File: src/rtl/ahb_arb_pkg.sv
// Shared types and constants for the round-robin AHB bus arbiter.
package ahb_arb_pkg;

    localparam int unsigned TENURE_W = 8;

    typedef enum logic [1:0] {
        ST_IDLE     = 2'b00,
        ST_GRANT    = 2'b01,
        ST_HANDOVER = 2'b10
    } arb_state_e;

    // Ceiling log2, used to validate that the hmaster width can index every master.
    function automatic int unsigned arb_clog2(input int unsigned v);
        int unsigned r;
        r = 0;
        while ((32'd1 << r) < v) r++;
        return r;
    endfunction

endpackage

File: src/rtl/ahb_arbiter_if.sv
// Request/grant bundle between the AHB masters and the bus arbiter.
interface ahb_arbiter_if #(
    parameter int unsigned NUM_MASTERS = 4,
    parameter int unsigned MW          = 2
);
    logic [NUM_MASTERS-1:0] hreq;
    logic                   hready;
    logic [NUM_MASTERS-1:0] hgrant;
    logic [MW-1:0]          hmaster;
    logic                   bus_busy;

    // Arbiter side.
    modport slave (
        input  hreq,
        input  hready,
        output hgrant,
        output hmaster,
        output bus_busy
    );

    // Fabric/master side.
    modport master (
        output hreq,
        output hready,
        input  hgrant,
        input  hmaster,
        input  bus_busy
    );
endinterface

File: src/rtl/ahb_rr_pick.sv
// Combinational round-robin picker: first set request after 'last', wrapping.
module ahb_rr_pick #(
    parameter int unsigned NUM_MASTERS = 4,
    parameter int unsigned MW          = 2
) (
    input  logic [NUM_MASTERS-1:0] req,
    input  logic [MW-1:0]          last,
    output logic                   valid,
    output logic [MW-1:0]          idx
);

    always_comb begin : p_pick
        logic [MW-1:0] cand;
        valid = 1'b0;
        idx   = '0;
        cand  = '0;
        for (int unsigned k = 1; k <= NUM_MASTERS; k++) begin
            cand = MW'((32'(last) + k) % NUM_MASTERS);
            if (!valid && req[cand]) begin
                valid = 1'b1;
                idx   = cand;
            end
        end
    end

endmodule

File: src/rtl/ahb_arbiter.sv
// Round-robin AHB arbiter with bounded tenure and a one-cycle handover gap.
module ahb_arbiter
    import ahb_arb_pkg::*;
#(
    parameter int unsigned NUM_MASTERS = 4,
    parameter int unsigned MW          = 2,
    parameter int unsigned MAX_TENURE  = 16
) (
    input  logic           hclk,
    input  logic           hreset,
    ahb_arbiter_if.slave   bus
);

    if (MW < arb_clog2(NUM_MASTERS) || NUM_MASTERS < 2 || NUM_MASTERS > 8 ||
        MAX_TENURE < 1 || MAX_TENURE > 255) begin : g_param_chk
        $error("ahb_arbiter: illegal parameter combination");
    end

    localparam logic [TENURE_W-1:0] TENURE_LOAD = TENURE_W'(MAX_TENURE - 1);

    arb_state_e             r_state,  w_state;
    logic [NUM_MASTERS-1:0] r_grant,  w_grant;
    logic [MW-1:0]          r_master, w_master;
    logic [MW-1:0]          r_last,   w_last;
    logic                   r_busy,   w_busy;
    logic [TENURE_W-1:0]    r_tenure, w_tenure;

    logic                   w_pick_valid;
    logic [MW-1:0]          w_pick_idx;
    logic                   w_others_req;

    ahb_rr_pick #(
        .NUM_MASTERS (NUM_MASTERS),
        .MW          (MW)
    ) u_pick (
        .req   (bus.hreq),
        .last  (r_last),
        .valid (w_pick_valid),
        .idx   (w_pick_idx)
    );

    // Someone other than the current owner wants the bus.
    assign w_others_req = |(bus.hreq & ~r_grant);

    always_ff @(posedge hclk or posedge hreset) begin
        if (hreset) begin
            r_state  <= ST_IDLE;
            r_grant  <= '0;
            r_master <= '0;
            r_last   <= MW'(NUM_MASTERS - 1);
            r_busy   <= 1'b0;
            r_tenure <= '0;
        end else begin
            r_state  <= w_state;
            r_grant  <= w_grant;
            r_master <= w_master;
            r_last   <= w_last;
            r_busy   <= w_busy;
            r_tenure <= w_tenure;
        end
    end

    always_comb begin
        w_state  = r_state;
        w_grant  = r_grant;
        w_master = r_master;
        w_last   = r_last;
        w_busy   = r_busy;
        w_tenure = r_tenure;

        unique case (r_state)
            ST_IDLE, ST_HANDOVER: begin
                if (w_pick_valid) begin
                    w_state  = ST_GRANT;
                    w_grant  = NUM_MASTERS'(1) << w_pick_idx;
                    w_master = w_pick_idx;
                    w_busy   = 1'b1;
                    w_tenure = TENURE_LOAD;
                end else begin
                    w_state = ST_IDLE;
                    w_grant = '0;
                    w_busy  = 1'b0;
                end
            end
            ST_GRANT: begin
                // Ownership only moves on completed transfers.
                if (bus.hready) begin
                    if (!bus.hreq[r_master] || (r_tenure == '0 && w_others_req)) begin
                        w_state = ST_HANDOVER;
                        w_grant = '0;
                        w_busy  = 1'b0;
                        w_last  = r_master;
                    end else if (r_tenure != '0) begin
                        w_tenure = r_tenure - TENURE_W'(1);
                    end
                end
            end
            default: begin
                w_state = ST_IDLE;
                w_grant = '0;
                w_busy  = 1'b0;
            end
        endcase
    end

    assign bus.hgrant   = r_grant;
    assign bus.hmaster  = r_master;
    assign bus.bus_busy = r_busy;

endmodule

File: src/flat_wrapper.sv
// flat-port wrapper written by rule: the top's interface ports become plain ports
module ahb_arbiter_flat import ahb_arb_pkg::*;
#(
    parameter int unsigned NUM_MASTERS = 4,
    parameter int unsigned MW          = 2,
    parameter int unsigned MAX_TENURE  = 16
)
  (hclk, hreset, bus_hreq, bus_hready, bus_hgrant, bus_hmaster, bus_bus_busy);
  ahb_arbiter_if #(.NUM_MASTERS(NUM_MASTERS), .MW(MW)) bus_i ();
  input  logic hclk;
  input  logic hreset;
  input wire logic [$bits(bus_i.hreq)-1:0] bus_hreq;
  input wire logic [$bits(bus_i.hready)-1:0] bus_hready;
  output wire logic [$bits(bus_i.hgrant)-1:0] bus_hgrant;
  output wire logic [$bits(bus_i.hmaster)-1:0] bus_hmaster;
  output wire logic [$bits(bus_i.bus_busy)-1:0] bus_bus_busy;
  assign bus_i.hreq = bus_hreq;
  assign bus_i.hready = bus_hready;
  assign bus_hgrant = bus_i.hgrant;
  assign bus_hmaster = bus_i.hmaster;
  assign bus_bus_busy = bus_i.bus_busy;
  ahb_arbiter #(.NUM_MASTERS(NUM_MASTERS), .MW(MW), .MAX_TENURE(MAX_TENURE)) u_core (.hclk(hclk), .hreset(hreset), .bus(bus_i));
endmodule
File: config.mk
export PLATFORM = sky130hd
export DESIGN_NAME = ahb_arbiter_flat
export DESIGN_NICKNAME = d
export VERILOG_FILES = /design/src/rtl/ahb_arb_pkg.sv /design/src/rtl/ahb_arbiter_if.sv /design/src/rtl/ahb_rr_pick.sv /design/src/rtl/ahb_arbiter.sv /design/src/flat_wrapper.sv
export SDC_FILE = /design/constraint.sdc
export NUM_CORES = 1
export LEC_CHECK = 0
export ABC_CLOCK_PERIOD_IN_PS = 1900
export BUFFER_PORTS_ARGS = -buffer_cell sky130_fd_sc_hd__buf_2
export CAP_MARGIN = 20
export CORE_ASPECT_RATIO = 1.2
export CORE_MARGIN = 2
export CORE_UTILIZATION = 35
export CTS_BUF_LIST = sky130_fd_sc_hd__clkbuf_16
export DETAILED_ROUTE_END_ITERATION = 8
export PLACE_DENSITY = 0.54
export SETUP_SLACK_MARGIN = 0.2
export SYNTH_ARGS = -nofsm -noshare
export SYNTH_HDL_FRONTEND = slang
export SYNTH_SLANG_ARGS = --single-unit
File: constraint.sdc
create_clock -name hclk -period 1.9 [get_ports hclk]
set_input_delay 0.095 -clock hclk [delete_from_list [all_inputs] [get_ports hclk]]
set_output_delay 0.095 -clock hclk [all_outputs]
set_load 0.1 [all_outputs]
==> summary.txt <==
met3 wire length -> 46 um
Hold Slack -> 148 ps
reg-to-reg endpoint -> u_core.r_tenure[1]
Slew headroom -> 53.9%
TritonCTS Buffers -> 3
setup_tns -> 0 ps
Final Max Tran Viols -> 0
clock skew -> 3.75 ps
Post-synth EDFFs -> 0
synthesized cell area -> 960 um^2
Crit Path Max Fanout -> 6
Worst Setup SP -> u_core.r_tenure[3]
metal2 WL -> 1.07 mm
Vias/cell -> 5.24
Root Buffer -> clkbuf_16
Starting Density -> 37.2%
syn_area_per_cell -> 10.4 um^2
critical path class -> flip-flop to flip-flop
post-route ant nets -> 0
Max IR drop VDD -> 1.12 mV
clock-pin slew on the worst setup and hold paths -> 50 ps
Detailed Routing Iterations Pass 1 -> 4
Clock Power Share -> 18.9%
WP data arrival -> 1920 ps
Net Sw Frac -> 47.0%
fin nets -> 131
first-pass GRT wire length -> 3.64 mm
sequential cell area -> 464 um^2
Comb power frac -> 52.7%
DR top layer -> met4
period utilization -> 94.9%
Leak -> 0.000577 uW
clock buffer depth -> 2
Seq pwr share -> 28.4%
multi-input logic area -> 518 um^2
setup ws final -> 97.1 ps
num ports -> 14
RSZ-0062 raised after global routing -> true
initial antenna violation count -> 0
Synth async-reset ratio -> 100%
initial drt markers -> 18
Synth Register Bits -> 18
FF-to-FF setup slack -> 100 ps
crit path to -> u_core.r_tenure[1]
Final Hold Viols -> 0
max_cap viols -> 0
CTS tree -> done
DP HPWL -> 1.58 mm
slew of the pin with the lowest slew margin -> 691 ps
I/O Buffers -> 13
startpoint types -> flip-flop
HP Class -> primary input to flip-flop
NetSw -> 1030 uW
fin area -> 1290 um^2
Post-Route M1 WL -> 1.03 mm
Cell variety after synth -> 38
R2R depth -> 5
die height -> 61.4 um
Clock Latency Late Sink -> 250 ps
fmax -> 555 MHz
Die ar. -> 3180 um^2
Area after DPL -> 1130 um^2
largest net degree at the start of global routing -> 19
Pwr Density -> 1700 nW/um^2
Final Power -> 2200 uW
syn nets -> 101
Data required, critical path -> 2020 ps
vias in the first global route -> 784
Crit. End Element -> flip-flop
Fill cells -> 237
YS warnings -> 0
Place WS -> -44.3 ps
DR DRC count -> 0
global route overflow -> 0
vias post-DR -> 807
hold path startpoint -> bus_hready
sequential area share after synthesis -> 47.2%
start of the worst register-to-register path -> u_core.r_tenure[3]
Setup violations, final -> 0
clock sinks -> 18
cells after synthesis -> 92
status -> finished, final reports clean
Internal Power -> 1160 uW
Most used DFF post-synth -> dfrtp_1
core area -> 2580 um^2
# rows -> 20
RePlAce Congestion -> 0.764
drt total wl -> 2.16 mm
area grow syn2layout -> 34.8%
Diodes inserted -> 0
Tmin final -> 1800 ps
chip width -> 51.8 um
# H-tree levels -> 1
Global Route Usage Sum -> 15.8%
WL/cell -> 14.0 um
fraction of layout cells with a size suffix above 1 -> 42.1%
## cell families after synthesis
group / synth area share [%]
flip-flops: 47.2
multiplexers: 4.69
adder cells (fa/ha/maj): 2.61
AND/OR/NAND/NOR: 17.7
AO/OA/AOI/OAI: 20.9
buffers and inverters: 3.26
XOR/XNOR: 3.65
## flip-flops by register name (all words and copies together) (netlist names)
name and count:
u_core.r_tenure 8, u_core.bus.hgrant 4, u_core.bus.hmaster 2, u_core.r_last 2, u_core.r_state 2
## per-layer routing
layer	vias up	track usage, %
li1	399	-
met1	396	20.9
met2	10	25.8
met3	2	2.18
met4	0	7.52
met5	-	0
## layout by cell type (no fill, tap or decap), drive strengths merged, types with 3 or more instances in the layout
master | netlist | layout
o21ai | 3 | 3
nor2 | 8 | 8
inv | 7 | 8
dfrtp | 16 | 16
nor3 | 3 | 3
nand2b | 6 | 6
xor2 | 3 | 3
buf | 1 | 25
a21oi | 4 | 4
nand2 | 6 | 6
clkbuf | 0 | 3
## power by group through the flow
| stage | Clock [uW] | Combinational (uW) | Sequential, uW |
|---|---|---|---|
| after floorplan | 0 | 380 | 1070 |
| after global placement | 0 | 1040 | 620 |
| after detailed placement | 0 | 1050 | 625 |
| after CTS | 425 | 1140 | 623 |
| after global routing | 448 | 1220 | 641 |
| final | 416 | 1160 | 623 |
## per-stage QoR
stage	std cells	utilization (%)
floorplan	92	-
global placement	143	43.7
detailed placement	143	43.7
CTS	153	49.4
global route	154	50.2
finish	154	50.2
## how the worst min path moves through the flow
stage	end	slack, ps	depth (start not counted)
5_1_grt	u_core.r_tenure[1]	150	2
6_report	u_core.r_tenure[1]	150	2
3_5_place_dp	u_core.r_tenure[4]	240	2
2_1_floorplan	u_core.bus.hmaster[1]	30	1
4_1_cts	u_core.r_tenure[1]	130	2
3_3_place_gp	u_core.r_tenure[3]	240	2
## worst max-delay path: stages, from the launching register on
cell and delay [ps]:
dfrtp_1 380, or4_4 600, o2111a_2 320, o22a_1 210
nor2_1 110, a31oi_1 50
## Yosys cell counts, types with 2 or more instances
master	n	area share, %
nand2b_1	6	3.9
mux2_1	2	2.3
a22o_1	2	1.8
a31oi_1	2	1.3
o2bb2ai_1	2	1.8
inv_1	7	2.7
dfstp_2	2	5.5
ha_1	2	2.6
xor2_1	3	2.7
a21o_1	2	1.6
nand2_1	5	2.0
a21oi_1	4	2.1
o21ai_0	3	1.6
dfrtp_1	16	42
nor2_1	8	3.1
o2111a_1	2	2.3
nor3_1	3	1.6
## repair_timing
action | in CTS | in global routing
endpoints found under the setup margin | 15 | 15
pin swaps | 5 | 5
gates cloned | 0 | 0
hold buffers | 1 | 0
gates resized for setup | 8 | 2
endpoints found under the hold margin | 16 | 0
buffers inserted | 5 | 1
## area by class of cell
type	instances	share of cell area, %
sequential	18	35.9
tap	33	3.19
clock inverter	1	0.290
clock buffer	3	5.80
timing repair buffer	26	12.8
inverter	7	2.03
multi-input combinational	66	40.0
Note: power is estimated with default switching activity, not from simulation.
